**src/rtl/muldiv_pkg.sv**
```systemverilog
// Shared types and constants for the sequential
// multiply/divide unit.
package muldiv_pkg;

  localparam int ITER = 16;

  localparam logic OP_MUL = 1'b0;
  localparam logic OP_DIV = 1'b1;

  typedef enum logic [1:0] {
    IDLE = 2'd0,
    CALC = 2'd1,
    DONE = 2'd2
  } md_state_t;

endpackage

```
**src/rtl/muldiv_seq_addsub.sv**
```systemverilog
// Combinational add/sub shared by MUL and DIV.
// a, b, op_sub -> sum, cout (sub = a + ~b + 1).
module au_addsub #(
  parameter int WIDTH = 16
) (
  input  logic [WIDTH-1:0] a,
  input  logic [WIDTH-1:0] b,
  input  logic             op_sub,
  output logic [WIDTH-1:0] sum,
  output logic             cout
);

  logic [WIDTH-1:0] b_eff;

  assign b_eff = op_sub ? ~b : b;

  assign {cout, sum} = {1'b0, a}
                     + {1'b0, b_eff}
                     + {{WIDTH{1'b0}}, op_sub};

endmodule

```
**src/rtl/muldiv_seq.sv**
```systemverilog
// Unsigned shift-add multiply / restoring divide.
// start/op/A/B in; busy, done, res_hi/lo, dz, z out.
module muldiv_seq
  import muldiv_pkg::*;
#(
  parameter int WIDTH = ITER
) (
  input  logic             clk,
  input  logic             rst_n,
  input  logic             start,
  input  logic             op,
  input  logic [WIDTH-1:0] A,
  input  logic [WIDTH-1:0] B,
  output logic             busy,
  output logic             done,
  output logic [WIDTH-1:0] res_hi,
  output logic [WIDTH-1:0] res_lo,
  output logic             dz,
  output logic             z
);

  localparam int CW = $clog2(WIDTH);

  md_state_t state_q, state_d;

  logic [CW-1:0]    cnt_q;
  logic             op_q;
  logic [WIDTH-1:0] hi_q, lo_q, m_q;
  logic [WIDTH-1:0] hi_n, lo_n;
  logic [WIDTH-1:0] au_a, au_b, au_sum;
  logic             au_sub, au_cout;
  logic             accept, div0, last;

  assign accept = (state_q == IDLE) && start;
  assign div0   = (op == OP_DIV) && (B == '0);
  assign last   = cnt_q == CW'(WIDTH - 1);

  assign busy = state_q != IDLE;
  assign done = state_q == DONE;

  au_addsub #(.WIDTH(WIDTH)) u_au (
    .a      (au_a),
    .b      (au_b),
    .op_sub (au_sub),
    .sum    (au_sum),
    .cout   (au_cout)
  );

  // One iteration step; hi/lo hold R/Q for DIV.
  always_comb begin
    au_a   = hi_q;
    au_b   = m_q;
    au_sub = 1'b0;
    hi_n   = hi_q;
    lo_n   = lo_q;
    if (op_q == OP_DIV) begin
      au_a   = {hi_q[WIDTH-2:0], lo_q[WIDTH-1]};
      au_sub = 1'b1;
      // A set R msb means t >= 2^WIDTH > D.
      if (hi_q[WIDTH-1] | au_cout) begin
        hi_n = au_sum;
        lo_n = {lo_q[WIDTH-2:0], 1'b1};
      end else begin
        hi_n = au_a;
        lo_n = {lo_q[WIDTH-2:0], 1'b0};
      end
    end else if (lo_q[0]) begin
      hi_n = {au_cout, au_sum[WIDTH-1:1]};
      lo_n = {au_sum[0], lo_q[WIDTH-1:1]};
    end else begin
      hi_n = {1'b0, hi_q[WIDTH-1:1]};
      lo_n = {hi_q[0], lo_q[WIDTH-1:1]};
    end
  end

  always_comb begin
    state_d = state_q;
    unique case (state_q)
      IDLE: if (start)
              state_d = div0 ? DONE : CALC;
      CALC: if (last) state_d = DONE;
      DONE: state_d = IDLE;
      default: state_d = IDLE;
    endcase
  end

  always_ff @(posedge clk) begin
    if (!rst_n) state_q <= IDLE;
    else        state_q <= state_d;
  end

  always_ff @(posedge clk) begin
    if (!rst_n) begin
      cnt_q  <= '0;
      op_q   <= OP_MUL;
      hi_q   <= '0;
      lo_q   <= '0;
      m_q    <= '0;
      res_hi <= '0;
      res_lo <= '0;
      dz     <= 1'b0;
      z      <= 1'b0;
    end else if (accept) begin
      cnt_q  <= '0;
      op_q   <= op;
      hi_q   <= '0;
      lo_q   <= (op == OP_DIV) ? A : B;
      m_q    <= (op == OP_DIV) ? B : A;
      res_hi <= div0 ? A : '0;
      res_lo <= div0 ? '1 : '0;
      dz     <= div0;
      z      <= 1'b0;
    end else if (state_q == CALC) begin
      hi_q  <= hi_n;
      lo_q  <= lo_n;
      cnt_q <= cnt_q + CW'(1);
      if (last) begin
        res_hi <= hi_n;
        res_lo <= lo_n;
        z      <= {hi_n, lo_n} == '0;
      end
    end
  end

endmodule

```
**config.mk**
```make
export PLATFORM = sky130hd
export DESIGN_NAME = muldiv_seq
export DESIGN_NICKNAME = d
export VERILOG_FILES = /design/src/rtl/muldiv_pkg.sv /design/src/rtl/muldiv_seq_addsub.sv /design/src/rtl/muldiv_seq.sv
export SDC_FILE = /design/constraint.sdc
export NUM_CORES = 1
export LEC_CHECK = 0
export CORE_MARGIN = 8
export CORE_UTILIZATION = 45
export CTS_BUF_LIST = sky130_fd_sc_hd__clkbuf_8
export DETAILED_ROUTE_END_ITERATION = 6
export GPL_ROUTABILITY_DRIVEN = 0
export HOLD_SLACK_MARGIN = 0.06
export PLACE_DENSITY = 0.72
export SYNTH_ARGS = -nofsm -noshare
export SYNTH_HDL_FRONTEND = slang
export SYNTH_SLANG_ARGS = --single-unit
export TNS_END_PERCENT = 50
```
**constraint.sdc**
```tcl
create_clock -name clk -period 9.55 [get_ports clk]
set_clock_uncertainty 0.2 [all_clocks]
set_input_delay 1.4325 -clock clk [delete_from_list [all_inputs] [get_ports clk]]
set_output_delay 1.4325 -clock clk [all_outputs]
set_load 0.005 [all_outputs]
```
Yosys cells after proc, flatten, opt, wreduce, memory -nomap -nowiden
Index checks and enable logic that the tools add are counted.
{"block": "op_classes", "add_sub_neg": 3, "eq_ne": 5, "mux": 25, "bitwise_logic": 3, "reduce_logical": 12}
{"cell": "16-bit 2-to-1 mux", "n": 19}
{"cell": "32-bit zero test", "n": 1}
{"cell": "16-bit by 16-bit adder with 17-bit output", "n": 1}
{"cell": "17-bit by 1-bit adder with 17-bit output", "n": 1}
{"cell": "16-bit zero test", "n": 1}
{"cell": "16-bit inverter", "n": 1}
{"cell": "2-bit 2-to-1 mux", "n": 3}
{"cell": "2-bit AND reduction", "n": 3}
{"cell": "2-bit nonzero test", "n": 3}
{"cell": "4-bit by 1-bit adder with 4-bit output (second input constant)", "n": 1}
{"cell": "4-bit equality test (second input constant)", "n": 1}
{"cell": "2-bit != test (second input constant)", "n": 2}
{"cell": "2-bit one-hot mux with 2 select lines", "n": 1}
{"cell": "2-bit by 1-bit equality test with 1-bit output (second input constant)", "n": 1}
{"cell": "2-bit equality test (second input constant)", "n": 1}
{"cell": "1-bit logical AND", "n": 2}
{"cell": "2-bit zero test", "n": 1}
{"cell": "1-bit 2-to-1 mux", "n": 2}
{"cell": "2-bit OR reduction", "n": 1}
{"cell": "1-bit inverter", "n": 1}
{"cell": "1-bit bitwise OR", "n": 1}
{"block": "word_totals", "reg_bits": 89, "output_inout_bits": 36, "wordCells": 58}

Logic depth before layout (Yosys ltp)
{"block": "depth", "depth_word": 10, "depth_mapped": 19}

Modules after synthesis
From an unflattened synthesis, not the netlist that was laid out.
{"block": "hier_totals", "cells_unflattened": 737, "area_unflattened_um2": 5930.7}
{"module": "muldiv_seq", "instances": 1, "cells_each": 615, "area_each_um2": 5011.1}
{"module": "au_addsub", "instances": 1, "cells_each": 122, "area_each_um2": 919.6}

Least setup slack after synthesis
Ideal clock, no wire load.
{"block": "synth_path", "path_type": "register -> register", "startpoint": "register op_q", "endpoint": "register z", "arrival_time_ps": 4341, "setup_slack_ps": 4892, "stages_incl_launch_ff": 18, "path_buffers": 6, "period_less_slack_ps": 4658, "cell_sequence": "dfxtp_1 > buf_2 > buf_2 > clkbuf_1 > buf_1 > clkbuf_1 > mux2_2 > ha_1 > a21o_1 > a311o_1 > or3_4 > o21a_1 > buf_6 > mux2i_1 > a221o_1 > nor3b_1 > nand4_1 > o21ai_1"}
{"block": "synth_via", "elab_chain_len": 8}
{"element": "start, declared", "line_no": "muldiv_seq.sv:27", "source": "logic op_q;"}
{"element": "start signal, assigned", "line_no": "muldiv_seq.sv:105", "source": "op_q <= op;"}
{"element": "1-bit 2-to-1 mux", "line_no": "muldiv_seq.sv:56", "source": "if (op_q == OP_DIV) begin"}
{"element": "16-bit 2-to-1 mux", "line_no": "muldiv_seq_addsub.sv:15", "source": "assign b_eff = op_sub ? ~b : b;"}
{"element": "16-bit by 16-bit adder with 17-bit output", "line_no": "muldiv_seq_addsub.sv:18", "source": "+ {1'b0, b_eff}"}
{"element": "17-bit by 1-bit adder with 17-bit output", "line_no": "muldiv_seq_addsub.sv:19", "source": "+ {{WIDTH{1'b0}}, op_sub};"}
{"element": "1-bit bitwise OR", "line_no": "muldiv_seq.sv:60", "source": "if (hi_q[WIDTH-1] | au_cout) begin"}
{"element": "1-bit 2-to-1 mux / 16-bit 2-to-1 mux (equally long branches)", "line_no": "muldiv_seq.sv:60"}
{"element": "16-bit 2-to-1 mux", "line_no": "muldiv_seq.sv:56"}
{"element": "32-bit zero test *", "line_no": "muldiv_seq.sv:120", "source": "z <= {hi_n, lo_n} == '0;"}
{"element": "end signal, assigned", "line_no": "muldiv_seq.sv:102", "source": "z <= 1'b0;"}
{"element": "end signal, assigned", "line_no": "muldiv_seq.sv:112", "source": "z <= 1'b0;"}
{"element": "end signal, assigned", "line_no": "muldiv_seq.sv:120"}
{"element": "end, declared", "line_no": "muldiv_seq.sv:19", "source": "output logic z"}
Every way passes the cells marked *; elsewhere a longest branch is shown, timed or not.
A chain may end at the register's enable or synchronous reset.

Worst setup path after layout
{"block": "layout_path", "startpoint": "register op_q", "endpoint": "register res_hi[14]"}
{"block": "layout_via", "elab_chain_len": 10}
{"element": "1-bit 2-to-1 mux", "line_no": "muldiv_seq.sv:56"}
{"element": "16-bit 2-to-1 mux", "line_no": "muldiv_seq_addsub.sv:15"}
{"element": "16-bit by 16-bit adder with 17-bit output", "line_no": "muldiv_seq_addsub.sv:18"}
{"element": "17-bit by 1-bit adder with 17-bit output", "line_no": "muldiv_seq_addsub.sv:19"}
{"element": "1-bit bitwise OR", "line_no": "muldiv_seq.sv:60"}
{"element": "16-bit 2-to-1 mux", "line_no": "muldiv_seq.sv:60"}
{"element": "16-bit 2-to-1 mux *", "line_no": "muldiv_seq.sv:56"}
{"element": "16-bit 2-to-1 mux *", "line_no": "muldiv_seq.sv:117", "source": "if (last) begin"}
{"element": "16-bit 2-to-1 mux *", "line_no": "muldiv_seq.sv:113", "source": "end else if (state_q == CALC) begin"}
{"element": "16-bit 2-to-1 mux *", "line_no": "muldiv_seq.sv:103", "source": "end else if (accept) begin"}
{"element": "end signal, assigned", "line_no": "muldiv_seq.sv:109", "source": "res_hi <= div0 ? A : '0;"}
{"element": "end signal, assigned", "line_no": "muldiv_seq.sv:118", "source": "res_hi <= hi_n;"}
{"element": "end, declared", "line_no": "muldiv_seq.sv:16", "source": "output logic [WIDTH-1:0] res_hi,"}
Every way passes the cells marked *; elsewhere a longest branch is shown, timed or not. The select of a mux whose other input is x is not followed.

==> metrics.json <==
{
  "final_layout": {
    "antenna_cells_inserted": 0,
    "final_cells": 932,
    "nets": 808,
    "postLayoutCoreUtil_pct": 53.59,
    "area_growth_syn_to_layout_pct": 16.09,
    "layout-drive-gt1-share_pct": 6.711,
    "layout_filler_cell_count": 1170,
    "post-route-cell-area_mm2": 0.006790
  },
  "synthesis": {
    "syn_nets": 775,
    "syn-cell-area_mm2": 0.005849,
    "syn_inst": 722,
    "synth_sequential_area_ratio_pct": 30.46,
    "synthDominantCellAreaShare_pct": 30.46,
    "synth_flop_cell": "sky130_fd_sc_hd__dfxtp_1",
    "netlist.top_cell.by_area": "sky130_fd_sc_hd__dfxtp_1",
    "synth_commonest_cells": "sky130_fd_sc_hd__dfxtp_1 (89), sky130_fd_sc_hd__nand2_1 (87), sky130_fd_sc_hd__a21oi_1 (67)",
    "synth.top_cells.by_area": "sky130_fd_sc_hd__dfxtp_1 (30%), sky130_fd_sc_hd__mux2i_1 (9.9%), sky130_fd_sc_hd__a21oi_1 (5.7%)",
    "edff_count_synth": 0,
    "synth_warnings": 0,
    "yosys_register_bits": 89,
    "yosys.cell_count.top_type": "sky130_fd_sc_hd__dfxtp_1",
    "post_synth_num_cell_types": 65,
    "postSynth.asyncResetShare_pct": 0,
    "postSynthAreaPerCell_um2": 8.102
  },
  "floorplanning": {
    "initial_utilization_pct": 46.16,
    "die_area_mm2": 0.01690,
    "i_o_pin_count": 72,
    "die_width_um": 130.0,
    "rows": 41,
    "die_h_um": 130.0,
    "fp.coreArea_mm2": 0.01267
  },
  "global_routing": {
    "grt_antenna_before_repair": 0,
    "grt_start_max_net_pins": 68,
    "grt_pass1_vias": 5462,
    "grt_remaining_overflow": 0,
    "groute.usage.overall_pct": 21.23,
    "grt_pass1_wl_um": 28750
  },
  "cts": {
    "cts_setup_buffers": 0,
    "post_cts_hold_buffer_count": 0,
    "tritoncts_clock_tree": "built",
    "cts_root_buffer": "sky130_fd_sc_hd__clkbuf_8",
    "clk_transition_reported_paths_ns": 0.09,
    "post_cts.resized_instances": 0,
    "cts-htree-levels": 3,
    "numCtsBuffers": 9,
    "cts_sinks": 89,
    "cts.path.max_buffers": 2,
    "clock_latency_ns": 0.37
  },
  "drt": {
    "drt_iter0_markers": 533,
    "drtAntennaViolNets": 0,
    "post_drt_via_cell_ratio": 6.147,
    "post_drt_wl_per_cell_um": 19.03,
    "num_vias": 5729,
    "drt-pass1-iter-count": 5,
    "wl_um": 17740,
    "drc_errors": 0
  },
  "worst_setup_path": {
    "regToRegEndpoint": "res_hi[14]$_SDFFE_PN0P_",
    "critical_path.startpoint": "op_q$_SDFFE_PN0P_",
    "critical_path.endpoint": "res_hi[14]$_SDFFE_PN0P_",
    "timing.critical_path.required_ns": 9.61,
    "crit_path_top_delay_cell": "sky130_fd_sc_hd__dfxtp_2",
    "worstPathCellList": "buf_4 -> mux2_2 -> ha_1 -> a21o_1 -> a311o_1 -> or3_4 -> o21a_1 -> o21ai_0 -> a21oi_1 -> nor3_2 -> a21oi_1 -> o221a_1",
    "crit_path_frequent_cell": "sky130_fd_sc_hd__a21oi_1",
    "criticalPathCategory": "register to register",
    "critPathMaxStageDelay_ns": 0.83,
    "timing.critical_path.to_type": "register",
    "reg2reg_setup_slack_ns": 4.42,
    "crit_arrival_ns": 5.19,
    "worst-path-max-fanout": 52,
    "ff_to_ff_start": "op_q$_SDFFE_PN0P_",
    "worst-r2r-cell-count": 12,
    "critical_path.startpoint_type": "register"
  },
  "status": {
    "outcome": "finished, final reports clean"
  },
  "placement": {
    "dp_cells": 916,
    "post-place-ws_ns": 4.477,
    "io_buffers": 71,
    "dpl_cell_area_mm2": 0.006579,
    "dpl.hpwl_um": 12610
  },
  "hold_path": {
    "worstHoldStart": "dz$_SDFFE_PN0P_",
    "min-delay-path-class": "register to register"
  },
  "power_and_ir_drop": {
    "static-leakage-power_nw": 2.652,
    "power_density_mw_per_mm2": 137.1,
    "p_total_mw": 0.9306,
    "worst_ir_drop_vdd_mv": 0.08639
  },
  "sta": {
    "finalHoldViolations": 0,
    "finalWorstSetupSlack_ns": 4.416,
    "timing.final.setup_violations": 0,
    "final.min_clock_period_ns": 5.134,
    "timing_worst_slew_pin_value_ns": 1.208,
    "hold-worst-slack_ns": 0.2829,
    "finalCritPeriodShare_pct": 53.76,
    "max_clock_freq_ghz": 0.1948,
    "grt_setup_unrepaired": "no",
    "setup_total_negative_slack_ns": 0,
    "final_max_slew_viol_count": 0,
    "slew_headroom_pct": 19.15
  },
  "job": {
    "timing.max_cap.violations": 0
  }
}
## worst min-delay path by stage
stage                            end  slack (ns)  cells after the start
5_1_grt        cnt_q[1]$_SDFFE_PP0P_        0.32                      2
2_1_floorplan   hi_q[8]$_SDFFE_PP0P_        0.25                      2
3_3_place_gp         dz$_SDFFE_PN0P_        0.25                      2
4_1_cts        cnt_q[1]$_SDFFE_PP0P_        0.29                      2
3_5_place_dp         dz$_SDFFE_PN0P_        0.27                      2
6_report             dz$_SDFFE_PN0P_        0.28                      2
## flip-flops by register name, indices dropped and copies added, names as in the netlist
register,count
res_lo,16
dz,1
au_b,16
op_q,1
hi_q,16
state_q,2
z,1
lo_q,16
res_hi,16
cnt_q,4
## critical path: cells and delay by family (launching register included)
family	cells	cell delay, ns
buffers and inverters	1	0.61
muxes	1	0.41
DFF	1	0.83
adders and majority gates	1	0.45
and+or+nand+nor	2	0.67
AOI/OAI and AO/OA	7	1.83
## final cells by class
cell class / instances / area, µm² / area share, %
multi-input cells: 572 / 3812 / 56.15
flip-flops and latches: 89 / 1783 / 26.26
repair buffers: 77 / 745.7 / 10.98
well taps: 172 / 215.2 / 3.169
clock buffers: 9 / 123.9 / 1.824
clock inverters: 7 / 87.58 / 1.290
inverters: 6 / 22.52 / 0.3317
## power breakdown
part           internal [mW]  leakage, nW  switching (mW)
logic                 0.0961         1.82           0.135
registers              0.391        0.728          0.0244
clock network          0.145        0.108           0.139
## metal layers
| layer | vias to the layer above | track usage, % | share of wire (%) |
|---|---|---|---|
| met5 | - | 0 | 0 |
| met4 | 0 | 9.358 | 3.2 |
| met3 | 50 | 4.406 | 7.4 |
| met2 | 272 | 33.29 | 46 |
| met1 | 2716 | 27.60 | 44 |
| li1 | 2691 | - | - |
## cells by family after synthesis
group                    synth area share (%)
adder cells (fa/ha/maj)                 3.765
multiplexers                            12.62
AND/OR/NAND/NOR                         18.20
flip-flops                              30.46
buffers and inverters                   4.471
AO/OA/AOI/OAI                           25.84
XOR/XNOR                                4.642
## layout by cell type, fill, tap and decap left out, types with 14 or more instances in the layout
cell type	instances
sky130_fd_sc_hd__ha_1	16
sky130_fd_sc_hd__nand2_1	87
sky130_fd_sc_hd__nor2_1	54
sky130_fd_sc_hd__o21ai_0	41
sky130_fd_sc_hd__mux2_2	14
sky130_fd_sc_hd__o211a_1	16
sky130_fd_sc_hd__dfxtp_1	88
sky130_fd_sc_hd__o21a_1	19
sky130_fd_sc_hd__a21oi_1	67
sky130_fd_sc_hd__mux2i_1	58
sky130_fd_sc_hd__xor2_1	23
sky130_fd_sc_hd__o22ai_1	15
sky130_fd_sc_hd__nor2b_1	22
sky130_fd_sc_hd__a211oi_1	25
sky130_fd_sc_hd__clkdlybuf4s50_1	69
(Power assumes the default switching activity.)
